===== src/rtl/pipe_hazard_ctrl_if.sv =====
`default_nettype none
// ============================================================================
// Module      : pipe_hazard_ctrl_if
// Description : Bundle of the hazard controller's pipeline-side signals.
//               The controller connects through the slave modport. The
//               pipeline or a test driver connects through the master
//               modport.
//   Requests   : jump_req_i/jump_addr_i, ex_is_load_i, ex_rd_i, id_rs1_i,
//                id_rs2_i, id_use_rs1_i, id_use_rs2_i, mem_req_i,
//                mem_ack_i, div_start_i, div_done_i
//   Controls   : hold_pc_o, hold_if_id_o, hold_id_ex_o, flush_if_id_o,
//                flush_id_ex_o, jump_ena_o, jump_addr_o, bus_err_o,
//                stall_cnt_o
// Revision    : 1.0 - initial release
// ============================================================================
interface pipe_hazard_ctrl_if #(
  parameter int CNT_W = 32
);
  logic              jump_req_i;
  logic [31:0]       jump_addr_i;
  logic              ex_is_load_i;
  logic [4:0]        ex_rd_i;
  logic [4:0]        id_rs1_i;
  logic [4:0]        id_rs2_i;
  logic              id_use_rs1_i;
  logic              id_use_rs2_i;
  logic              mem_req_i;
  logic              mem_ack_i;
  logic              div_start_i;
  logic              div_done_i;
  logic              hold_pc_o;
  logic              hold_if_id_o;
  logic              hold_id_ex_o;
  logic              flush_if_id_o;
  logic              flush_id_ex_o;
  logic              jump_ena_o;
  logic [31:0]       jump_addr_o;
  logic              bus_err_o;
  logic [CNT_W-1:0]  stall_cnt_o;

  modport master (
    output jump_req_i, jump_addr_i, ex_is_load_i, ex_rd_i, id_rs1_i,
           id_rs2_i, id_use_rs1_i, id_use_rs2_i, mem_req_i, mem_ack_i,
           div_start_i, div_done_i,
    input  hold_pc_o, hold_if_id_o, hold_id_ex_o, flush_if_id_o,
           flush_id_ex_o, jump_ena_o, jump_addr_o, bus_err_o, stall_cnt_o
  );

  modport slave (
    input  jump_req_i, jump_addr_i, ex_is_load_i, ex_rd_i, id_rs1_i,
           id_rs2_i, id_use_rs1_i, id_use_rs2_i, mem_req_i, mem_ack_i,
           div_start_i, div_done_i,
    output hold_pc_o, hold_if_id_o, hold_id_ex_o, flush_if_id_o,
           flush_id_ex_o, jump_ena_o, jump_addr_o, bus_err_o, stall_cnt_o
  );
endinterface
`default_nettype wire


===== src/rtl/pipe_hazard_ctrl.sv =====
`default_nettype none
// ============================================================================
// Module      : pipe_hazard_ctrl
// Description : Central hold/flush controller for the 5-stage core.
//               Resolves load-use hazards, EX redirects, divider waits and
//               data-bus wait states (with timeout). Counts stalled cycles.
//   clk_100MHz : core clock, rising edge
//   arst_n     : asynchronous active-low reset
//   hz         : pipe_hazard_ctrl_if slave modport (requests in, controls out)
// Revision    : 1.0 - initial release
// ============================================================================
module pipe_hazard_ctrl #(
  parameter int BUS_TIMEOUT = 16,
  parameter int CNT_W       = 32
) (
  input  logic              clk_100MHz,
  input  logic              arst_n,
  pipe_hazard_ctrl_if.slave hz
);

  localparam int             c_TW         = $clog2(BUS_TIMEOUT + 1);
  localparam logic [1:0]     c_ST_RUN     = 2'd0;
  localparam logic [1:0]     c_ST_BUS     = 2'd1;
  localparam logic [1:0]     c_ST_DIV     = 2'd2;
  // The entry cycle in RUN is stall cycle 1, so the register lags the
  // cycle count by one; release when this cycle would be cycle BUS_TIMEOUT.
  localparam logic [c_TW-1:0] c_TMO_LAST  = c_TW'(BUS_TIMEOUT - 1);
  localparam logic [c_TW-1:0] c_TCNT_ONE  = c_TW'(1);

  logic [1:0]       r_state,     w_state_nxt;
  logic [c_TW-1:0]  r_tcnt,      w_tcnt_nxt;
  logic             r_pend_vld,  w_pend_vld_nxt;
  logic [31:0]      r_pend_addr, w_pend_addr_nxt;
  logic             r_bus_err,   w_bus_err_nxt;
  logic [CNT_W-1:0] r_stall_cnt;

  logic             w_bus_miss;
  logic             w_load_use;
  logic             w_tmo;
  logic             w_exit;
  logic [31:0]      w_exit_addr;

  logic w_hold_pc, w_hold_if_id, w_hold_id_ex;
  logic w_flush_if_id, w_flush_id_ex, w_jump_ena;
  logic [31:0] w_jump_addr;

  assign w_bus_miss = hz.mem_req_i & ~hz.mem_ack_i;
  assign w_load_use = hz.ex_is_load_i && (hz.ex_rd_i != 5'd0) &&
                      (((hz.ex_rd_i == hz.id_rs1_i) && hz.id_use_rs1_i) ||
                       ((hz.ex_rd_i == hz.id_rs2_i) && hz.id_use_rs2_i));
  assign w_tmo      = (r_tcnt == c_TMO_LAST);
  assign w_exit     = ((r_state == c_ST_BUS) && (hz.mem_ack_i || w_tmo)) ||
                      ((r_state == c_ST_DIV) && hz.div_done_i);
  // A request arriving in the exit cycle itself is the newest one.
  assign w_exit_addr = hz.jump_req_i ? hz.jump_addr_i : r_pend_addr;

  // --------------------------------------------------------------------------
  // State register
  // --------------------------------------------------------------------------
  always_ff @(posedge clk_100MHz or negedge arst_n) begin
    if (!arst_n) begin
      r_state     <= c_ST_RUN;
      r_tcnt      <= '0;
      r_pend_vld  <= 1'b0;
      r_pend_addr <= '0;
      r_bus_err   <= 1'b0;
    end else begin
      r_state     <= w_state_nxt;
      r_tcnt      <= w_tcnt_nxt;
      r_pend_vld  <= w_pend_vld_nxt;
      r_pend_addr <= w_pend_addr_nxt;
      r_bus_err   <= w_bus_err_nxt;
    end
  end

  // --------------------------------------------------------------------------
  // Next-state logic
  // --------------------------------------------------------------------------
  always_comb begin
    w_state_nxt     = r_state;
    w_tcnt_nxt      = r_tcnt;
    w_pend_vld_nxt  = r_pend_vld;
    w_pend_addr_nxt = r_pend_addr;
    w_bus_err_nxt   = 1'b0;
    case (r_state)
      c_ST_RUN: begin
        if (w_bus_miss) begin
          w_state_nxt = c_ST_BUS;
          w_tcnt_nxt  = c_TCNT_ONE;
        end else if (hz.div_start_i) begin
          w_state_nxt = c_ST_DIV;
        end
        // A redirect that coincides with a wait entry must survive the wait.
        if ((w_bus_miss || hz.div_start_i) && hz.jump_req_i) begin
          w_pend_vld_nxt  = 1'b1;
          w_pend_addr_nxt = hz.jump_addr_i;
        end
      end
      c_ST_BUS, c_ST_DIV: begin
        if (w_exit) begin
          w_state_nxt     = c_ST_RUN;
          w_tcnt_nxt      = '0;
          w_pend_vld_nxt  = 1'b0;
          w_pend_addr_nxt = '0;
          w_bus_err_nxt   = (r_state == c_ST_BUS) && !hz.mem_ack_i;
        end else begin
          if (r_state == c_ST_BUS) begin
            w_tcnt_nxt = r_tcnt + c_TCNT_ONE;
          end
          if (hz.jump_req_i) begin
            w_pend_vld_nxt  = 1'b1;
            w_pend_addr_nxt = hz.jump_addr_i;
          end
        end
      end
      default: begin
        w_state_nxt = c_ST_RUN;
        w_tcnt_nxt  = '0;
      end
    endcase
  end

  // --------------------------------------------------------------------------
  // Output logic
  // --------------------------------------------------------------------------
  always_comb begin
    w_hold_pc     = 1'b0;
    w_hold_if_id  = 1'b0;
    w_hold_id_ex  = 1'b0;
    w_flush_if_id = 1'b0;
    w_flush_id_ex = 1'b0;
    w_jump_ena    = 1'b0;
    w_jump_addr   = '0;
    case (r_state)
      c_ST_RUN: begin
        if (w_bus_miss || hz.div_start_i) begin
          w_hold_pc    = 1'b1;
          w_hold_if_id = 1'b1;
          w_hold_id_ex = 1'b1;
        end else if (hz.jump_req_i) begin
          // Redirect takes priority, which also masks any load-use check.
          w_jump_ena    = 1'b1;
          w_jump_addr   = hz.jump_addr_i;
          w_flush_if_id = 1'b1;
          w_flush_id_ex = 1'b1;
        end else if (w_load_use) begin
          w_hold_pc     = 1'b1;
          w_hold_if_id  = 1'b1;
          w_flush_id_ex = 1'b1;
        end
      end
      c_ST_BUS, c_ST_DIV: begin
        if (!w_exit) begin
          w_hold_pc    = 1'b1;
          w_hold_if_id = 1'b1;
          w_hold_id_ex = 1'b1;
        end else if (r_pend_vld || hz.jump_req_i) begin
          w_jump_ena    = 1'b1;
          w_jump_addr   = w_exit_addr;
          w_flush_if_id = 1'b1;
          w_flush_id_ex = 1'b1;
        end
      end
      default: begin
        w_hold_pc = 1'b0;
      end
    endcase
  end

  // --------------------------------------------------------------------------
  // Stall counter (saturating)
  // --------------------------------------------------------------------------
  always_ff @(posedge clk_100MHz or negedge arst_n) begin
    if (!arst_n) begin
      r_stall_cnt <= '0;
    end else if (w_hold_pc && (r_stall_cnt != {CNT_W{1'b1}})) begin
      r_stall_cnt <= r_stall_cnt + 1'b1;
    end
  end

  // Controls are forced low while reset is held, even if requests are active.
  assign hz.hold_pc_o     = w_hold_pc     & arst_n;
  assign hz.hold_if_id_o  = w_hold_if_id  & arst_n;
  assign hz.hold_id_ex_o  = w_hold_id_ex  & arst_n;
  assign hz.flush_if_id_o = w_flush_if_id & arst_n;
  assign hz.flush_id_ex_o = w_flush_id_ex & arst_n;
  assign hz.jump_ena_o    = w_jump_ena    & arst_n;
  assign hz.jump_addr_o   = w_jump_addr   & {32{arst_n}};
  assign hz.bus_err_o     = r_bus_err;
  assign hz.stall_cnt_o   = r_stall_cnt;

endmodule
`default_nettype wire

===== src/flat_wrapper.sv =====
// flat-port wrapper written by rule: the top's interface ports become plain ports
module pipe_hazard_ctrl_flat 
#(
  parameter int BUS_TIMEOUT = 16,
  parameter int CNT_W       = 32
)
  (clk_100MHz, arst_n, hz_jump_req_i, hz_jump_addr_i, hz_ex_is_load_i, hz_ex_rd_i, hz_id_rs1_i, hz_id_rs2_i, hz_id_use_rs1_i, hz_id_use_rs2_i, hz_mem_req_i, hz_mem_ack_i, hz_div_start_i, hz_div_done_i, hz_hold_pc_o, hz_hold_if_id_o, hz_hold_id_ex_o, hz_flush_if_id_o, hz_flush_id_ex_o, hz_jump_ena_o, hz_jump_addr_o, hz_bus_err_o, hz_stall_cnt_o);
  pipe_hazard_ctrl_if #(.CNT_W(CNT_W)) hz_i ();
  input  logic clk_100MHz;
  input  logic arst_n;
  input wire logic [$bits(hz_i.jump_req_i)-1:0] hz_jump_req_i;
  input wire logic [$bits(hz_i.jump_addr_i)-1:0] hz_jump_addr_i;
  input wire logic [$bits(hz_i.ex_is_load_i)-1:0] hz_ex_is_load_i;
  input wire logic [$bits(hz_i.ex_rd_i)-1:0] hz_ex_rd_i;
  input wire logic [$bits(hz_i.id_rs1_i)-1:0] hz_id_rs1_i;
  input wire logic [$bits(hz_i.id_rs2_i)-1:0] hz_id_rs2_i;
  input wire logic [$bits(hz_i.id_use_rs1_i)-1:0] hz_id_use_rs1_i;
  input wire logic [$bits(hz_i.id_use_rs2_i)-1:0] hz_id_use_rs2_i;
  input wire logic [$bits(hz_i.mem_req_i)-1:0] hz_mem_req_i;
  input wire logic [$bits(hz_i.mem_ack_i)-1:0] hz_mem_ack_i;
  input wire logic [$bits(hz_i.div_start_i)-1:0] hz_div_start_i;
  input wire logic [$bits(hz_i.div_done_i)-1:0] hz_div_done_i;
  output wire logic [$bits(hz_i.hold_pc_o)-1:0] hz_hold_pc_o;
  output wire logic [$bits(hz_i.hold_if_id_o)-1:0] hz_hold_if_id_o;
  output wire logic [$bits(hz_i.hold_id_ex_o)-1:0] hz_hold_id_ex_o;
  output wire logic [$bits(hz_i.flush_if_id_o)-1:0] hz_flush_if_id_o;
  output wire logic [$bits(hz_i.flush_id_ex_o)-1:0] hz_flush_id_ex_o;
  output wire logic [$bits(hz_i.jump_ena_o)-1:0] hz_jump_ena_o;
  output wire logic [$bits(hz_i.jump_addr_o)-1:0] hz_jump_addr_o;
  output wire logic [$bits(hz_i.bus_err_o)-1:0] hz_bus_err_o;
  output wire logic [$bits(hz_i.stall_cnt_o)-1:0] hz_stall_cnt_o;
  assign hz_i.jump_req_i = hz_jump_req_i;
  assign hz_i.jump_addr_i = hz_jump_addr_i;
  assign hz_i.ex_is_load_i = hz_ex_is_load_i;
  assign hz_i.ex_rd_i = hz_ex_rd_i;
  assign hz_i.id_rs1_i = hz_id_rs1_i;
  assign hz_i.id_rs2_i = hz_id_rs2_i;
  assign hz_i.id_use_rs1_i = hz_id_use_rs1_i;
  assign hz_i.id_use_rs2_i = hz_id_use_rs2_i;
  assign hz_i.mem_req_i = hz_mem_req_i;
  assign hz_i.mem_ack_i = hz_mem_ack_i;
  assign hz_i.div_start_i = hz_div_start_i;
  assign hz_i.div_done_i = hz_div_done_i;
  assign hz_hold_pc_o = hz_i.hold_pc_o;
  assign hz_hold_if_id_o = hz_i.hold_if_id_o;
  assign hz_hold_id_ex_o = hz_i.hold_id_ex_o;
  assign hz_flush_if_id_o = hz_i.flush_if_id_o;
  assign hz_flush_id_ex_o = hz_i.flush_id_ex_o;
  assign hz_jump_ena_o = hz_i.jump_ena_o;
  assign hz_jump_addr_o = hz_i.jump_addr_o;
  assign hz_bus_err_o = hz_i.bus_err_o;
  assign hz_stall_cnt_o = hz_i.stall_cnt_o;
  pipe_hazard_ctrl #(.BUS_TIMEOUT(BUS_TIMEOUT), .CNT_W(CNT_W)) u_core (.clk_100MHz(clk_100MHz), .arst_n(arst_n), .hz(hz_i));
endmodule

===== config.mk =====
export PLATFORM = sky130hd
export DESIGN_NAME = pipe_hazard_ctrl_flat
export DESIGN_NICKNAME = d
export VERILOG_FILES = /design/src/rtl/pipe_hazard_ctrl_if.sv /design/src/rtl/pipe_hazard_ctrl.sv /design/src/flat_wrapper.sv
export SDC_FILE = /design/constraint.sdc
export NUM_CORES = 1
export LEC_CHECK = 0
export CORE_MARGIN = 5
export CORE_UTILIZATION = 40
export CTS_CLUSTER_SIZE = 12
export DETAILED_ROUTE_END_ITERATION = 8
export DONT_BUFFER_PORTS = 1
export PLACE_DENSITY = 0.62
export SLEW_MARGIN = 20
export SYNTH_ARGS = -nofsm -noshare
export SYNTH_HDL_FRONTEND = slang
export SYNTH_SLANG_ARGS = --single-unit
export TNS_END_PERCENT = 5

===== constraint.sdc =====
create_clock -name clk_100MHz -period 8.16 [get_ports clk_100MHz]
set_input_delay 1.224 -clock clk_100MHz [delete_from_list [all_inputs] [get_ports clk_100MHz]]
set_output_delay 1.224 -clock clk_100MHz [all_outputs]
set_load 0.05 [all_outputs]

# == Word-level counts from Yosys, hierarchy flattened ==
# Cells that the tools add are included.
# word_totals
regBits,73
out_inout_bits,71
# classes
n_addsub,2
eq_ne,12
muxes,38
bitwise_logic,7
n_reduce_logical,23
# op_table
op,n
32-bit 2-to-1 mux,7
32-bit case mux with 2 select lines,2
"32-bit by 1-bit adder with 32-bit output, second input constant",1
32-bit bitwise AND,1
"32-bit inequality test, second input constant",1
1-bit 2-to-1 mux,16
5-bit 2-to-1 mux,3
5-bit equality test,2
1-bit case mux with 2 select lines,5
5-bit case mux with 2 select lines,1
1-bit logical AND,9
2-bit 2-to-1 mux,3
"2-bit by 1-bit inequality test with 1-bit output, second input constant",3
"3-bit by 2-bit inequality test with 1-bit output, second input constant",2
2-bit AND reduction,3
"5-bit by 1-bit adder with 5-bit output, second input constant",1
1-bit bitwise AND,5
"5-bit by 4-bit equality test with 1-bit output, second input constant",1
1-bit logical OR,5
5-bit nonzero test,1
2-bit case mux with 2 select lines,1
"3-bit by 1-bit inequality test with 1-bit output, second input constant",1
3-bit AND reduction,1
"2-bit by 1-bit equality test with 1-bit output, second input constant",1
6 further kinds,6

# == Depth between registers and ports, before layout ==
# depth
ltp_word,9
ltp_mapped,11

# == Worst setup path after synthesis ==
# No wires, ideal clock.
# synth_path
kind,input-to-output
from,input port hz_mem_ack_i
to,output port hz_hold_pc_o
t_arrival_ns,3.406
setup_slack_ns,3.530
stages,7
n_path_buf,2
cell_sequence,o21ai_0 > nand3_1 > nand2_1 > a21o_1 > buf_1 > nor2b_1 > buf_4
# synth_between
elab_chain_cells,6
elab_cells_between_ends,10
# synth_lines
item,line,text
from (decl),flat_wrapper.sv:20,input wire logic [$bits(hz_i.mem_ack_i)-1:0] hz_mem_ack_i;
1-bit NOT / 1-bit logical OR (equally long branches),"pipe_hazard_ctrl.sv:47, pipe_hazard_ctrl.sv:52",
1-bit bitwise AND / 1-bit logical AND (equally long branches),"pipe_hazard_ctrl.sv:47, pipe_hazard_ctrl.sv:52",
1-bit logical OR (on tied branches),"pipe_hazard_ctrl.sv:136, pipe_hazard_ctrl.sv:52",
1-bit 2-to-1 mux (on tied branches),--,
1-bit case mux with 2 select lines (*),--,
1-bit bitwise AND (*),--,
to (decl),flat_wrapper.sv:23,output wire logic [$bits(hz_i.hold_pc_o)-1:0] hz_hold_pc_o;
# Mark *: on every way between the ends. The rest lies on a longest branch, timed or not.

# == Worst setup path in the final report ==
# layout_path
from,register u_core.r_tcnt[0]
to,output port hz_hold_pc_o
# layout_between
elab_chain_cells,7
# layout_lines
item,line,text
from (decl),pipe_hazard_ctrl.sv:31,"logic [c_TW-1:0] r_tcnt, w_tcnt_nxt;"
from (signal assigned),pipe_hazard_ctrl.sv:69,r_tcnt <= w_tcnt_nxt;
5-bit by 4-bit equality test with 1-bit output,pipe_hazard_ctrl.sv:51,assign w_tmo = (r_tcnt == c_TMO_LAST);
1-bit logical OR,pipe_hazard_ctrl.sv:52,assign w_exit = ((r_state == c_ST_BUS) && (hz.mem_ack_i || w_tmo)) ||
1-bit logical AND,pipe_hazard_ctrl.sv:52,
1-bit logical OR,pipe_hazard_ctrl.sv:52,
1-bit 2-to-1 mux,--,
1-bit case mux with 2 select lines,--,
1-bit bitwise AND,--,
# Every way passes these cells.

==> flow_summary_export.csv <==
group,metric,value,unit
status,status,"complete, no violations",
clocking,cts_hold_buf,0,
global_routing,grt_pass1_vias,2878,
route,drt-wirelength-per-cell,18.0,µm
synthesis,synth_area_leader_cell,"dfrtp_1",
clocking,tritoncts,"built",
timing,setup_viol,0,
global_routing,met3_usage,6.72,%
pwr,power_density,341,nW/µm²
setup_path,path_class,"flop to output pin",
synthesis,synthArstFlopShare,100,%
synthesis,synthSimpleGateAreaFrac,19.0,%
placed_design,dp_hpwl,6.26,mm
global_routing,antenna_found_initial,0,
timing,period_needed,5.12,ns
setup_path,path_cells,"ha_1 > and3_1 > ha_1 > o21ai_0 > nand3_1 > nand2_1 > a21o_1 > nor2b_2",
synthesis,ys.flop_type,"dfrtp_1",
synthesis,ys_seq_area_share,47.7,%
clocking,ctsResizeCount,0,
global_routing,grt_overflow,0,
clocking,clock_latency,0.34,ns
setup_path,start_kind,"flop",
final_layout,syn2layout_area_growth,7.71,%
final_layout,fillers,910,
route,drc,0,
route,num_vias,2836,
timing,post-route-period-util,62.7,%
route,wirelength,8.92,mm
placed_design,gp_congestion,0.795,
clocking,ctsHtreeMaxLevel,3,
route,firstDrtPassIters,4,
synthesis,synth_adder_area_share,2.29,%
global_routing,grt.met2_usage,25.0,%
final_layout,fin_nets,425,
setup_path,crit_fanout,33,
global_routing,track_usage,15.5,%
global_routing,grt_start_max_net_pins,75,
synthesis,synth_edf_count,0,
synthesis,synth_warnings,0,
floorplan,start_util,41.2,%
clocking,cts_made_buffers,9,
setup_path,required,6.94,ns
floorplan,ios,128,
synthesis,synthMuxAreaShare,0.392,%
floorplan,die_area,11600,µm²
timing,fin_tns_setup,0,ns
synthesis,synth_seq_cells,73,
floorplan,die_height,108,µm
synthesis,synth_cell_types,46,
timing,worst_pin_slew,1.12,ns
placed_design,placed_cells,479,
synthesis,yosysMostFrequentCell,"dfrtp_1",
setup_path,cp_common_cell,"ha_1",
synthesis,synth_top_family_by_area,"simple AND/OR/NAND/NOR gates",
timing,fmax,196,MHz
setup_path,cp_slowest_cell,"nor2b_2",
synthesis,synth_compound_area_share,18.5,%
run,cap_violations,0,
timing,finalMaxSlewViolations,0,
synthesis,yosys.area.top_type_share,47.7,%
synthesis,synth_top_cells_by_area,"dfrtp_1, a22o_1, xnor2_1, nand4_1, ha_1",
timing,finalClockSkew,0.00787,ns
synthesis,synth_xor_area_share,9.15,%
timing,rsz0062_at_grt,"false",
setup_path,critPathArrivalTime,3.89,ns
clocking,root_buffer,"clkbuf_8",
route,drtAntennaViolNets,0,
global_routing,met1_usage,19.1,%
global_routing,grt_pass1_wl,14.4,mm
synthesis,syn_area,3830,µm²
clocking,cts_setup_buffers,0,
global_routing,busiest_layer,"met2",
synthesis,syn_avg_cell_area,10.5,µm²
final_layout,fin_cells,495,
pwr,ir_drop,0.223,mV
setup_path,worstSetupEndpointType,"output pin",
floorplan,dieWidth,108,µm
route,viasPerCell,5.73,
placed_design,port_buffers,0,
final_layout,diodes,0,
floorplan,core_area,9280,µm²
timing,hold_viol_final,0,
clocking,clk_pin_slew,0.08,ns
synthesis,yosys-top-cells-count,"dfrtp_1, a22o_1, xnor2_1",
final_layout,drive_gt1_share,9.84,%
pwr,leakagePower,1.77,nW
clocking,cts.path.max_buffers,2,
synthesis,synthCells,366,
route,drt_iter0_drc,205,
setup_path,crit_path_max_incr_delay,1.01,ns
synthesis,synth_nets,430,
worst_hold_path,hold_class,"flop to flop",
timing,max_slew_margin,25.4,%
clocking,clock_sinks,73,
floorplan,std_cell_rows,35,
-- cell type report --
type / instances / area [µm²] / share of cell area, %
Tap cell: 129 / 161 / 3.91
Multi-Input combinational cell: 267 / 1910 / 46.2
Clock inverter: 7 / 53.8 / 1.30
Inverter: 6 / 22.5 / 0.546
Timing Repair Buffer: 4 / 30.0 / 0.728
Clock buffer: 9 / 124 / 3.00
Sequential cell: 73 / 1830 / 44.3
-- placed cells by master, fill, tap and decap left out, drive strengths merged, types with 3 or more instances in the layout --
cell,netlist,layout
nor2b,3,3
buf,5,4
nand3,9,9
xnor2,35,35
clkbuf,15,9
nor3,7,7
a22o,57,57
xor2,5,5
and3,13,13
o21ai,11,11
dfrtp,73,73
or4,4,4
clkinvlp,0,3
nand4,23,23
nor2,23,23
a22oi,9,9
and4,5,5
ha,7,7
inv,6,8
a21oi,10,10
and2,4,4
nand2,23,23
-- worst max-delay path, delay by kind of cell (launching register included) --
kind	cells	cell delay, ns
fa+ha+maj	2	0.41
compound gates	2	1.04
flops	1	0.42
simple gates	4	1.68
-- final timing paths --
path,from,endpoint,slack (ns),cells past startpoint
worst min register to register,u_core.r_pend_addr[10],u_core.r_pend_addr[10],0.50,1
worst max-delay path,u_core.r_tcnt[0],hz_hold_pc_o,3.04,8
worst min-delay path,u_core.r_pend_addr[10],u_core.r_pend_addr[10],0.50,1
max in group asynchronous,arst_n,u_core.hz.stall_cnt_o[4],7.48,0
min in group asynchronous,arst_n,u_core.hz.stall_cnt_o[22],0.57,0
worst max register to register,u_core.r_tcnt[0],u_core.hz.stall_cnt_o[1],4.91,9
-- power breakdown --
part / internal [mW] / switching [mW] / leakage, nW
clock: 0.112 / 0.142 / 0.0822
sequential: 0.468 / 0.137 / 0.945
combinational: 0.192 / 0.354 / 0.739
total: 0.772 / 0.633 / 1.77
-- sequential cells by signal, summed over array words and instances, names as in the netlist --
register and cells:
u_core.r_tcnt 5, u_core.r_pend_addr 32, u_core.hz.stall_cnt_o 32, u_core.r_state 2, u_core.r_pend_vld 1, u_core.hz.bus_err_o 1
-- cell families after synthesis --
logic type      after synthesis
fa+ha+maj                     7
simple gates                127
compound gates               92
buf+inv                      26
xor+xnor                     40
flops                        73
mux                           1
-- through the flow --
stage	total power, mW	utilization, %	cell area (µm²)	hold slack [ns]	setup WS (ns)
2_1_floorplan	1.06	-	3830	0.466	3.53
3_3_place_gp	1.15	42.5	3950	0.483	3.23
3_5_place_dp	1.16	42.5	3950	0.482	3.19
4_1_cts	1.43	44.4	4120	0.507	3.02
5_1_grt	1.50	44.4	4120	0.516	2.69
6_report	1.41	44.4	4120	0.503	3.04
-- metal layers --
metal	up-vias	share of wire, %
li1	1360	-
met1	1364	43
met5	-	0
met3	12	9.5
met4	0	1.3
met2	100	46
(Power assumes the default switching activity.)
